**src/rtl/cs_pkg.sv**
```systemverilog
// cs2fifod shared constants: one-hot state codes, header bytes
// and frame byte offsets.
package cs_pkg;

  localparam logic [7:0] ST_IDLE = 8'h01;
  localparam logic [7:0] ST_LOAD = 8'h02;
  localparam logic [7:0] ST_SEND = 8'h04;
  localparam logic [7:0] ST_DONE = 8'h08;
  localparam logic [7:0] ST_ERR  = 8'h10;

  localparam logic [7:0] CS_HEAD0 = 8'h55;
  localparam logic [7:0] CS_HEAD1 = 8'hAA;

  localparam int OFS_HEAD0 = 0;
  localparam int OFS_HEAD1 = 1;
  localparam int OFS_KIND  = 2;
  localparam int OFS_SEQ   = 3;
  localparam int OFS_LEN   = 4;
  localparam int OFS_DATA  = 5;

  function automatic int frame_len(input int num_reg, input bit sum_en);
    return OFS_DATA + num_reg + (sum_en ? 1 : 0);
  endfunction

endpackage

```
**src/rtl/cs2fifod_if.sv**
```systemverilog
// Console/status side and fifod write side of cs2fifod.
// slave is the cs2fifod view, master the surrounding logic.
interface cs2fifod_if #(
  parameter int NUM_REG = 16
);
  logic                   fs;
  logic                   fd;
  logic                   err;
  logic [7:0]             kind_dev;
  logic [8*NUM_REG-1:0]   stat_data;
  logic                   fifod_full;
  logic                   fifod_txen;
  logic [7:0]             fifod_txd;
  logic [11:0]            data_len;

  modport slave (
    input  fs, kind_dev, stat_data, fifod_full,
    output fd, err, fifod_txen, fifod_txd, data_len
  );

  modport master (
    output fs, kind_dev, stat_data, fifod_full,
    input  fd, err, fifod_txen, fifod_txd, data_len
  );
endinterface

```
**src/rtl/cs2fifod_mux.sv**
```systemverilog
// Frame byte selector: maps the byte index onto header, snapshot
// fields, status registers or the trailing checksum.
module cs2fifod_mux
  import cs_pkg::*;
#(
  parameter int         NUM_REG = 16,
  parameter logic [7:0] HEAD0   = CS_HEAD0,
  parameter logic [7:0] HEAD1   = CS_HEAD1
)(
  input  logic [6:0]           idx,
  input  logic [8*NUM_REG-1:0] snap,
  input  logic [7:0]           kind,
  input  logic [7:0]           seq,
  input  logic [7:0]           sum,
  output logic [7:0]           nbyte
);

  always_comb begin
    nbyte = sum;
    unique case (idx)
      7'(OFS_HEAD0): nbyte = HEAD0;
      7'(OFS_HEAD1): nbyte = HEAD1;
      7'(OFS_KIND):  nbyte = kind;
      7'(OFS_SEQ):   nbyte = seq;
      7'(OFS_LEN):   nbyte = 8'(NUM_REG);
      default: begin
        for (int k = 0; k < NUM_REG; k++) begin
          if (idx == 7'(OFS_DATA + k)) nbyte = snap[8*k +: 8];
        end
      end
    endcase
  end

endmodule

```
**src/rtl/cs2fifod.sv**
```systemverilog
// Status snapshot serialiser into fifod (sys_clk domain).
// Define CS2FIFOD_SUM_EN to append a modulo-256 checksum byte.
module cs2fifod
  import cs_pkg::*;
#(
  parameter int         NUM_REG = 16,
  parameter logic [7:0] HEAD0   = CS_HEAD0,
  parameter logic [7:0] HEAD1   = CS_HEAD1,
  parameter int         TIMEOUT = 1024
)(
  input logic     clk,
  input logic     rst,
  cs2fifod_if.slave bus
);

`ifdef CS2FIFOD_SUM_EN
  localparam bit SUM_EN = 1'b1;
`else
  localparam bit SUM_EN = 1'b0;
`endif

  localparam int             FLEN = frame_len(NUM_REG, SUM_EN);
  localparam logic [6:0]     LAST = 7'(FLEN - 1);
  localparam int             TW   = $clog2(TIMEOUT + 1);
  localparam logic [TW-1:0]  TMAX = TW'(TIMEOUT - 1);

  logic [7:0]           state;
  logic [6:0]           idx;
  logic [TW-1:0]        tmo;
  logic [8*NUM_REG-1:0] snap;
  logic [7:0]           kind;
  logic [7:0]           seq;
  logic [7:0]           sum;
  logic [7:0]           nbyte;

  cs2fifod_mux #(
    .NUM_REG (NUM_REG),
    .HEAD0   (HEAD0),
    .HEAD1   (HEAD1)
  ) u_mux (
    .idx   (idx),
    .snap  (snap),
    .kind  (kind),
    .seq   (seq),
    .sum   (sum),
    .nbyte (nbyte)
  );

`ifdef CS2FIFOD_SUM_EN
  // accumulate kind..last register as they are written
  always_ff @(posedge clk or posedge rst) begin
    if (rst) begin
      sum <= 8'h00;
    end else if (state == ST_LOAD) begin
      sum <= 8'h00;
    end else if (state == ST_SEND && !bus.fifod_full &&
                 idx >= 7'(OFS_KIND) && idx < LAST) begin
      sum <= sum + nbyte;
    end
  end
`else
  assign sum = 8'h00;
`endif

  always_ff @(posedge clk or posedge rst) begin
    if (rst) begin
      state          <= ST_IDLE;
      idx            <= '0;
      tmo            <= '0;
      snap           <= '0;
      kind           <= '0;
      seq            <= '0;
      bus.fd         <= 1'b0;
      bus.err        <= 1'b0;
      bus.fifod_txen <= 1'b0;
      bus.fifod_txd  <= 8'h00;
      bus.data_len   <= 12'h000;
    end else begin
      bus.fifod_txen <= 1'b0;
      unique case (1'b1)
        (state == ST_IDLE): begin
          bus.fd  <= 1'b0;
          bus.err <= 1'b0;
          if (bus.fs) state <= ST_LOAD;
        end
        (state == ST_LOAD): begin
          snap         <= bus.stat_data;
          kind         <= bus.kind_dev;
          bus.data_len <= 12'(FLEN);
          idx          <= '0;
          tmo          <= '0;
          state        <= ST_SEND;
        end
        (state == ST_SEND): begin
          if (!bus.fifod_full) begin
            bus.fifod_txen <= 1'b1;
            bus.fifod_txd  <= nbyte;
            idx            <= idx + 7'd1;
            tmo            <= '0;
            if (idx == LAST) begin
              bus.fd <= 1'b1;
              seq    <= seq + 8'd1;
              state  <= ST_DONE;
            end
          end else if (tmo == TMAX) begin
            bus.fd  <= 1'b1;
            bus.err <= 1'b1;
            state   <= ST_ERR;
          end else begin
            tmo <= tmo + 1'b1;
          end
        end
        (state == ST_DONE),
        (state == ST_ERR): begin
          if (!bus.fs) begin
            bus.fd  <= 1'b0;
            bus.err <= 1'b0;
            state   <= ST_IDLE;
          end
        end
        default: state <= ST_IDLE;
      endcase
    end
  end

endmodule

```
**src/flat_wrapper.sv**
```systemverilog
// flat-port wrapper written by rule: the top's interface ports become plain ports
module cs2fifod_flat import cs_pkg::*;
#(
  parameter int         NUM_REG = 16,
  parameter logic [7:0] HEAD0   = CS_HEAD0,
  parameter logic [7:0] HEAD1   = CS_HEAD1,
  parameter int         TIMEOUT = 1024
)
  (clk, rst, bus_fs, bus_kind_dev, bus_stat_data, bus_fifod_full, bus_fd, bus_err, bus_fifod_txen, bus_fifod_txd, bus_data_len);
  cs2fifod_if #(.NUM_REG(NUM_REG)) bus_i ();
  input logic clk;
  input logic rst;
  input wire logic [$bits(bus_i.fs)-1:0] bus_fs;
  input wire logic [$bits(bus_i.kind_dev)-1:0] bus_kind_dev;
  input wire logic [$bits(bus_i.stat_data)-1:0] bus_stat_data;
  input wire logic [$bits(bus_i.fifod_full)-1:0] bus_fifod_full;
  output wire logic [$bits(bus_i.fd)-1:0] bus_fd;
  output wire logic [$bits(bus_i.err)-1:0] bus_err;
  output wire logic [$bits(bus_i.fifod_txen)-1:0] bus_fifod_txen;
  output wire logic [$bits(bus_i.fifod_txd)-1:0] bus_fifod_txd;
  output wire logic [$bits(bus_i.data_len)-1:0] bus_data_len;
  assign bus_i.fs = bus_fs;
  assign bus_i.kind_dev = bus_kind_dev;
  assign bus_i.stat_data = bus_stat_data;
  assign bus_i.fifod_full = bus_fifod_full;
  assign bus_fd = bus_i.fd;
  assign bus_err = bus_i.err;
  assign bus_fifod_txen = bus_i.fifod_txen;
  assign bus_fifod_txd = bus_i.fifod_txd;
  assign bus_data_len = bus_i.data_len;
  cs2fifod #(.NUM_REG(NUM_REG), .HEAD0(HEAD0), .HEAD1(HEAD1), .TIMEOUT(TIMEOUT)) u_core (.clk(clk), .rst(rst), .bus(bus_i));
endmodule
```
**config.mk**
```make
export PLATFORM = sky130hd
export DESIGN_NAME = cs2fifod_flat
export DESIGN_NICKNAME = d
export VERILOG_FILES = /design/src/rtl/cs_pkg.sv /design/src/rtl/cs2fifod_if.sv /design/src/rtl/cs2fifod_mux.sv /design/src/rtl/cs2fifod.sv /design/src/flat_wrapper.sv
export SDC_FILE = /design/constraint.sdc
export NUM_CORES = 1
export LEC_CHECK = 0
export ABC_AREA = 1
export CORE_ASPECT_RATIO = 1.75
export CORE_UTILIZATION = 55
export CTS_CLUSTER_SIZE = 14
export DETAILED_ROUTE_END_ITERATION = 8
export HOLD_SLACK_MARGIN = 0.12
export PLACE_DENSITY = 0.8
export SYNTH_ARGS = -nofsm -noshare
export SYNTH_HDL_FRONTEND = slang
export SYNTH_SLANG_ARGS = --single-unit
```
**constraint.sdc**
```tcl
create_clock -name clk -period 8.8 [get_ports clk]
set_input_delay 1.76 -clock clk [delete_from_list [all_inputs] [get_ports clk]]
set_output_delay 1.76 -clock clk [all_outputs]
set_load 0.1 [all_outputs]
```
==> results of run 1 <==
## final timing paths
check                      depth (start not counted)            start                      end  slack (ps)
max                                               13   bus_fifod_full            u_core.tmo[9]        5050
min                                                2  u_core.snap[80]          u_core.snap[80]         470
max reg2reg                                       19    u_core.idx[1]  u_core.bus.fifod_txd[3]        5930
min reg2reg                                        2  u_core.snap[80]          u_core.snap[80]         470
max in group asynchronous                          3              rst          u_core.snap[74]        5330
min in group asynchronous                          2              rst          u_core.snap[99]        1850
## layout make-up
cell class	count	area [um2]
clock buffers	20	447
clock inverters	12	144
fillers	1271	4530
inverters	89	339
multi-input cells	836	3720
flip-flops and latches	179	4480
well taps	186	233
repair buffers	159	1580
## worst reg2reg max path: cells and delay by family (launching register included)
kind	cells	cell delay, ps
compound gates	4	490
flops	1	400
simple gates	11	1300
buf+inv	3	390
fa+ha+maj	1	190
## sequential cells by signal, summed over array words and instances, names as in the netlist, 5 cells and up
register	flops
u_core.snap	128
u_core.tmo	11
u_core.bus.fifod_txd	8
u_core.kind	8
u_core.seq	8
u_core.idx	7
u_core.state	5
## routing by layer
| metal | global-route usage, % | vias to the layer above | share of wire, % |
|---|---|---|---|
| li1 | - | 3855 | - |
| met1 | 32.6 | 3613 | 39 |
| met2 | 51.5 | 247 | 54 |
| met3 | 3.71 | 45 | 3.9 |
| met4 | 11.4 | 0 | 2.9 |
| met5 | 0 | - | 0 |
## cell families after synthesis
group,Yosys count
and+or+nand+nor,653
DFF,179
AOI/OAI and AO/OA,159
buffers and inverters,144
xor gates and xnor gates,9
adders and majority gates,6
other,1
## where the power goes
group          switching [uW]  total (uW)  internal (uW)
logic                     786        1130            346
registers                 186        1370           1180
clock network             333         764            431
total                    1310        3260           1960
## cells in the final DEF, fill, tap and decap left out, types with 2 or more instances in the layout
cell type,Yosys,layout
o21a_1,3,3
nor3_4,4,4
clkinvlp_4,0,3
nand4_1,8,8
clkinv_4,0,3
nand3_1,38,38
clkdlybuf4s50_1,0,153
nor2_4,4,4
nor3_2,3,4
a21oi_1,72,72
o22ai_1,2,2
inv_6,0,5
o211ai_1,3,3
inv_2,8,9
o21ai_1,7,7
buf_4,13,6
or2_2,5,5
nor3_1,12,11
conb_1,1,9
a21oi_2,2,2
a211oi_1,5,5
clkbuf_16,0,17
ha_1,6,6
nor4_1,2,2
inv_1,81,79
o21ai_0,59,59
bufinv_16,0,2
nor2_2,3,3
dfrtp_1,178,178
xnor2_1,2,2
clkbuf_1,37,2
nor2_1,57,57
xor2_1,7,7
nand2_1,514,514
## stage by stage
| step | power [uW] | setup WS [ps] | hold WS, ps | instances | util [%] |
|---|---|---|---|---|---|
| 6_report | 3260 | 5050 | 471 | 1481 | 70.7 |
| 2_1_floorplan | 2170 | 2180 | 434 | 1159 | - |
| 3_3_place_gp | 2460 | 4640 | 452 | 1449 | 66.9 |
| 4_1_cts | 3270 | 5040 | 470 | 1481 | 70.7 |
| 5_1_grt | 3480 | 4790 | 480 | 1481 | 70.7 |
| 3_5_place_dp | 2500 | 4620 | 453 | 1449 | 66.9 |
==> flow_metrics.env, run 1 <==
export IMPL_clockBufferDepth=2
export IMPL_arrival_ps=4050
export IMPL_synth_area_um2=8780
export IMPL_rows=60
export IMPL_num_antenna_cells=0
export IMPL_synth_fa_ha_area_share_pct=0.855
export IMPL_critPathCaptureType="flip-flop"
export IMPL_synth_mux_area_share_pct=0
export IMPL_fp_dieArea_um2=16500
export IMPL_drive_gt1_share_pct=5.56
export IMPL_synth_top_family_by_area="simple AND/OR/NAND/NOR gates"
export IMPL_synthSimpleGateAreaFrac_pct=30.5
export IMPL_cellPowerDensity_nw_per_um2=298
export IMPL_fp_coreArea_um2=15500
export IMPL_place_gp_congestion=0.871
export IMPL_ir_drop_mv=0.162
export IMPL_vias=7760
export IMPL_grt_start_max_net_pins=98
export IMPL_numCtsBuffers=17
export IMPL_start_kind="input pin"
export IMPL_hold_violations=0
export IMPL_overflow=0
export IMPL_leakagePower_uw=0.00538
export IMPL_setup_tns_ps=0
export IMPL_area_growth_pct=24.6
export IMPL_grt_pass1_wl_um=36700
export IMPL_cpPeakStageDelay_ps=510
export IMPL_crit_family="buffers and inverters"
export IMPL_cts_sinks=179
export IMPL_yosysMostFrequentCell="nand2_1"
export IMPL_die_h_um=169
export IMPL_io_pins=163
export IMPL_grt_usage_pct=28.0
export IMPL_crit_required_ps=9100
export IMPL_tightest_slew_ps=1060
export IMPL_rsz0062_at_grt="false"
export IMPL_period_share_pct=42.6
export IMPL_synth_compound_area_share_pct=9.70
export IMPL_clock_latency_ps=430
export IMPL_stdcell_area_um2=10900
export IMPL_synth_xor_area_share_pct=0.898
export IMPL_cts_tree="done"
export IMPL_wire_per_inst_um=14.9
export IMPL_portBuffers=153
export IMPL_ctsResizeCount=0
export IMPL_setup_viol=0
export IMPL_ys_flop_type="dfrtp_1"
export IMPL_placed_area_um2=10300
export IMPL_postSynthAreaPerCell_um2=7.63
export IMPL_synth_seq_cells=179
export IMPL_outcome="complete, no violations"
export IMPL_path_cells="clkdlybuf4s50_1 > nor2_2 > buf_4 > inv_1 > nand2_1 > inv_1 > nand2_1 > nand3_1 > nor2_1 > inv_1 > o21ai_1 > nand2_1 > nor2_1"
export IMPL_yosys_area_top_type_share_pct=50.7
export IMPL_critPathMaxFanout=16
export IMPL_async_reset_ff_share_pct=100
export IMPL_grt_antenna_before_repair=0
export IMPL_netlist_top_cells_area="dfrtp_1 (51%), nand2_1 (22%), a21oi_1 (4.1%)"
export IMPL_fin_crit_ps=3750
export IMPL_fin_skew_ps=10.7
export IMPL_maxCapViolations=0
export IMPL_fmax_ghz=0.267
export IMPL_slew_headroom_pct=29.3
export IMPL_drt_vias_per_instance=5.24
export IMPL_yosysWarnings=0
export IMPL_maxSlewViolCount=0
export IMPL_grt_pass1_vias=7818
export IMPL_die_w_um=97.5
export IMPL_synth_cell_types=42
export IMPL_synth_largest_area_cell="dfrtp_1"
export IMPL_initial_core_util_pct=56.8
export IMPL_drt_iter0_drc=495
export IMPL_synth_seq_area_share_pct=51.0
export IMPL_fin_nets=1428
export IMPL_cts_hold_buffers=0
export IMPL_drc=0
export IMPL_htreeDepth=4
export IMPL_final_antenna_net_count=0
export IMPL_cts_setup_buffers=0
export IMPL_synth_commonest_cells="nand2_1 (514), dfrtp_1 (178), inv_1 (81)"
export IMPL_synth_edf_count=0
export IMPL_drt_total_wl_um=22100
export IMPL_critPathSlowestCell="clkdlybuf4s50_1"
export IMPL_path_clk_slew_ps=70
export IMPL_hp_class="reg2reg"
export IMPL_synthCells=1151
export IMPL_cp_buffers_inverters=5
export IMPL_path_class="in2reg"
export IMPL_place_hpwl_um=15600
export IMPL_cts_root_buf="clkbuf_16"
export IMPL_dr_pass1_iters=7
Power figures use the tool's default switching activity.
==> run 2: changes to the inputs <==
Settings changed: CORE_UTILIZATION 55 to 53, PLACE_DENSITY 0.8 to 0.78.
Clock period 8.8 ns to 3.47 ns, I/O delays scaled along.
==> run 2 against run 1 <==
  * Via count fell by 0.28%
  * Clock-buffer cell count fell by 1
  * Sequential power rose to 2.5 times the previous value
  * Register-to-register slack got worse by 5300 ps
  * Power rose to 2.5 times the previous value
  * Combinational power rose to 2.5 times the previous value
  * Global-route usage fell by 0.88 points
  * Critical path type is now reg2reg
  * Critical endpoint is now u_core.bus.fifod_txd[3]
  * Largest power group unchanged
  * Highest routed layer unchanged
==> flow_metrics.env, run 2 (synthesis gave the netlist of run 1 again) <==
export IMPL_grt_pass1_vias=7754
export IMPL_outcome="complete, no violations"
export IMPL_die_w_um=99.3
export IMPL_critPathMaxFanout=15
export IMPL_htreeDepth=4
export IMPL_r2r_slack_ps=670
export IMPL_period_share_pct=80.6
export IMPL_fin_skew_ps=11.5
export IMPL_slew_headroom_pct=27.6
export IMPL_cts_setup_buffers=0
export IMPL_critPathCaptureType="flip-flop"
export IMPL_reg2reg_depth=19
export IMPL_fp_coreArea_um2=16000
export IMPL_leakagePower_uw=0.00540
export IMPL_arrival_ps=3100
export IMPL_cellPowerDensity_nw_per_um2=752
export IMPL_num_antenna_cells=0
export IMPL_numCtsBuffers=17
export IMPL_hold_violations=0
export IMPL_rr_startpoint="u_core.idx[1]"
export IMPL_vias=7738
export IMPL_cts_tree="done"
export IMPL_drc=0
export IMPL_dr_pass1_iters=5
export IMPL_intPower_uw=4900
export IMPL_start_kind="flip-flop"
export IMPL_ir_drop_mv=0.530
export IMPL_fmax_ghz=0.358
export IMPL_final_antenna_net_count=0
export IMPL_area_growth_pct=24.6
export IMPL_drt_total_wl_um=21800
export IMPL_wire_per_inst_um=14.7
export IMPL_maxSlewViolCount=0
export IMPL_hp_class="reg2reg"
export IMPL_place_hpwl_um=15300
export IMPL_switchingPower_uw=3320
export IMPL_tightest_slew_ps=1090
export IMPL_cts_hold_buffers=0
export IMPL_path_clk_slew_ps=70
export IMPL_cts_root_buf="clkbuf_16"
export IMPL_largest_reg_flops=128
export IMPL_cp_endpoint="u_core.bus.fifod_txd[3]"
export IMPL_fin_nets=1429
export IMPL_setup_viol=0
export IMPL_path_class="reg2reg"
export IMPL_clockBufferDepth=2
export IMPL_pwr_share_seq_pct=42.3
export IMPL_finalWorstSetupSlack_ps=673
export IMPL_rsz0062_at_grt="false"
export IMPL_rows=61
export IMPL_fp_dieArea_um2=17100
export IMPL_timing_rr_end="u_core.bus.fifod_txd[3]"
export IMPL_portBuffers=153
export IMPL_drt_iter0_drc=375
export IMPL_total_power_uw=8220
export IMPL_dp_slack_ps=652
export IMPL_drive_gt1_share_pct=6.48
export IMPL_cts_sinks=179
export IMPL_crit_path_start="u_core.idx[1]"
export IMPL_initial_core_util_pct=54.8
export IMPL_comb_power_share_pct=34.5
export IMPL_setup_tns_ps=0
export IMPL_maxCapViolations=0
export IMPL_grt_antenna_before_repair=0
export IMPL_fin_crit_ps=2800
export IMPL_mostFrequentLayoutCells="nand2_1 (514), dfrtp_1 (178), clkdlybuf4s50_1 (143), inv_1 (79), a21oi_1 (72)"
export IMPL_crit_required_ps=3780
export IMPL_ctsResizeCount=0
export IMPL_clock_latency_ps=440
export IMPL_die_h_um=172
export IMPL_grt_usage_pct=27.1
export IMPL_p_sw_share_pct=40.4
export IMPL_regMostFlops="u_core.snap"
export IMPL_grt_start_max_net_pins=180
export IMPL_drt_vias_per_instance=5.21
export IMPL_clkPwrFrac_pct=23.2
export IMPL_place_gp_congestion=0.909
export IMPL_final_common_cell="nand2_1"
export IMPL_overflow=0
export IMPL_io_pins=163
export IMPL_top_regs="u_core.snap x128, u_core.tmo x11"
export IMPL_grt_pass1_wl_um=35900
==> run 2: cell types whose count changed in the layout (fill, tap and decap cells not counted), moves of 2 or more <==
cell / before / now
clkinv_4: 3 / 0
clkdlybuf4s50_1: 153 / 143
inv_8: 0 / 3
buf_4: 6 / 15
buf_12: 0 / 2
inv_6: 5 / 7
==> run 2: how the worst min path moves through the flow <==
stage                          startpoint               to  cells after the start
after global placement    u_core.snap[67]  u_core.snap[67]                      2
after CTS                 u_core.snap[82]  u_core.snap[82]                      2
after detailed placement  u_core.snap[82]  u_core.snap[82]                      2
after floorplan           u_core.snap[73]  u_core.snap[73]                      2
final                     u_core.snap[82]  u_core.snap[82]                      2
after global routing      u_core.snap[49]  u_core.snap[49]                      2
==> run 2: final cells by class <==
| cell class | instances | area [um2] |
|---|---|---|
| multi-input cells | 836 | 3720 |
| flip-flops and latches | 179 | 4480 |
| clock inverters | 13 | 138 |
| well taps | 189 | 236 |
| clock buffers | 19 | 443 |
| fillers | 1369 | 5090 |
| repair buffers | 160 | 1580 |
| inverters | 89 | 338 |
==> run 2: stage by stage <==
| stage | instance area [um2] | util [%] | std cells | hold slack [ps] |
|---|---|---|---|---|
| after floorplan | 8810 | - | 1159 | 434 |
| after global placement | 10400 | 64.6 | 1453 | 452 |
| after detailed placement | 10400 | 64.6 | 1453 | 457 |
| after CTS | 10900 | 68.2 | 1485 | 473 |
| after global routing | 10900 | 68.2 | 1485 | 484 |
| final | 10900 | 68.2 | 1485 | 469 |
==> run 2: power by group through the flow <==
| stage | Combinational [uW] | Clock (uW) | Sequential [uW] |
|---|---|---|---|
| finish | 2840 | 1910 | 3470 |
| global placement | 2770 | 0 | 3460 |
| detailed placement | 2860 | 0 | 3490 |
| global route | 3220 | 2020 | 3560 |
| floorplan | 1700 | 0 | 3800 |
| CTS | 2870 | 1930 | 3470 |
==> run 2: metal layers <==
layer  global-route usage [%]  wire, um  vias up
met5                        0         0        -
met3                     4.00       798       59
met4                     14.8       940        0
met2                     49.1     11500      230
met1                     30.4      8580     3587
li1                         -         -     3862
==> run 2: worst max-delay path, cell delays in order, from the launching register on <==
cell	delay [ps]
dfrtp_1	400
inv_1	140
ha_1	190
inv_1	120
nor3_4	540
inv_1	120
nor2_1	110
nor2_1	50
nand2_1	100
nand2_1	50
o21ai_1	90
a21oi_1	100
o21bai_1	200
nand3_1	110
nand2_1	70
nand2_1	60
nand2_1	60
nand2_1	50
nand2_1	50
a21oi_1	60
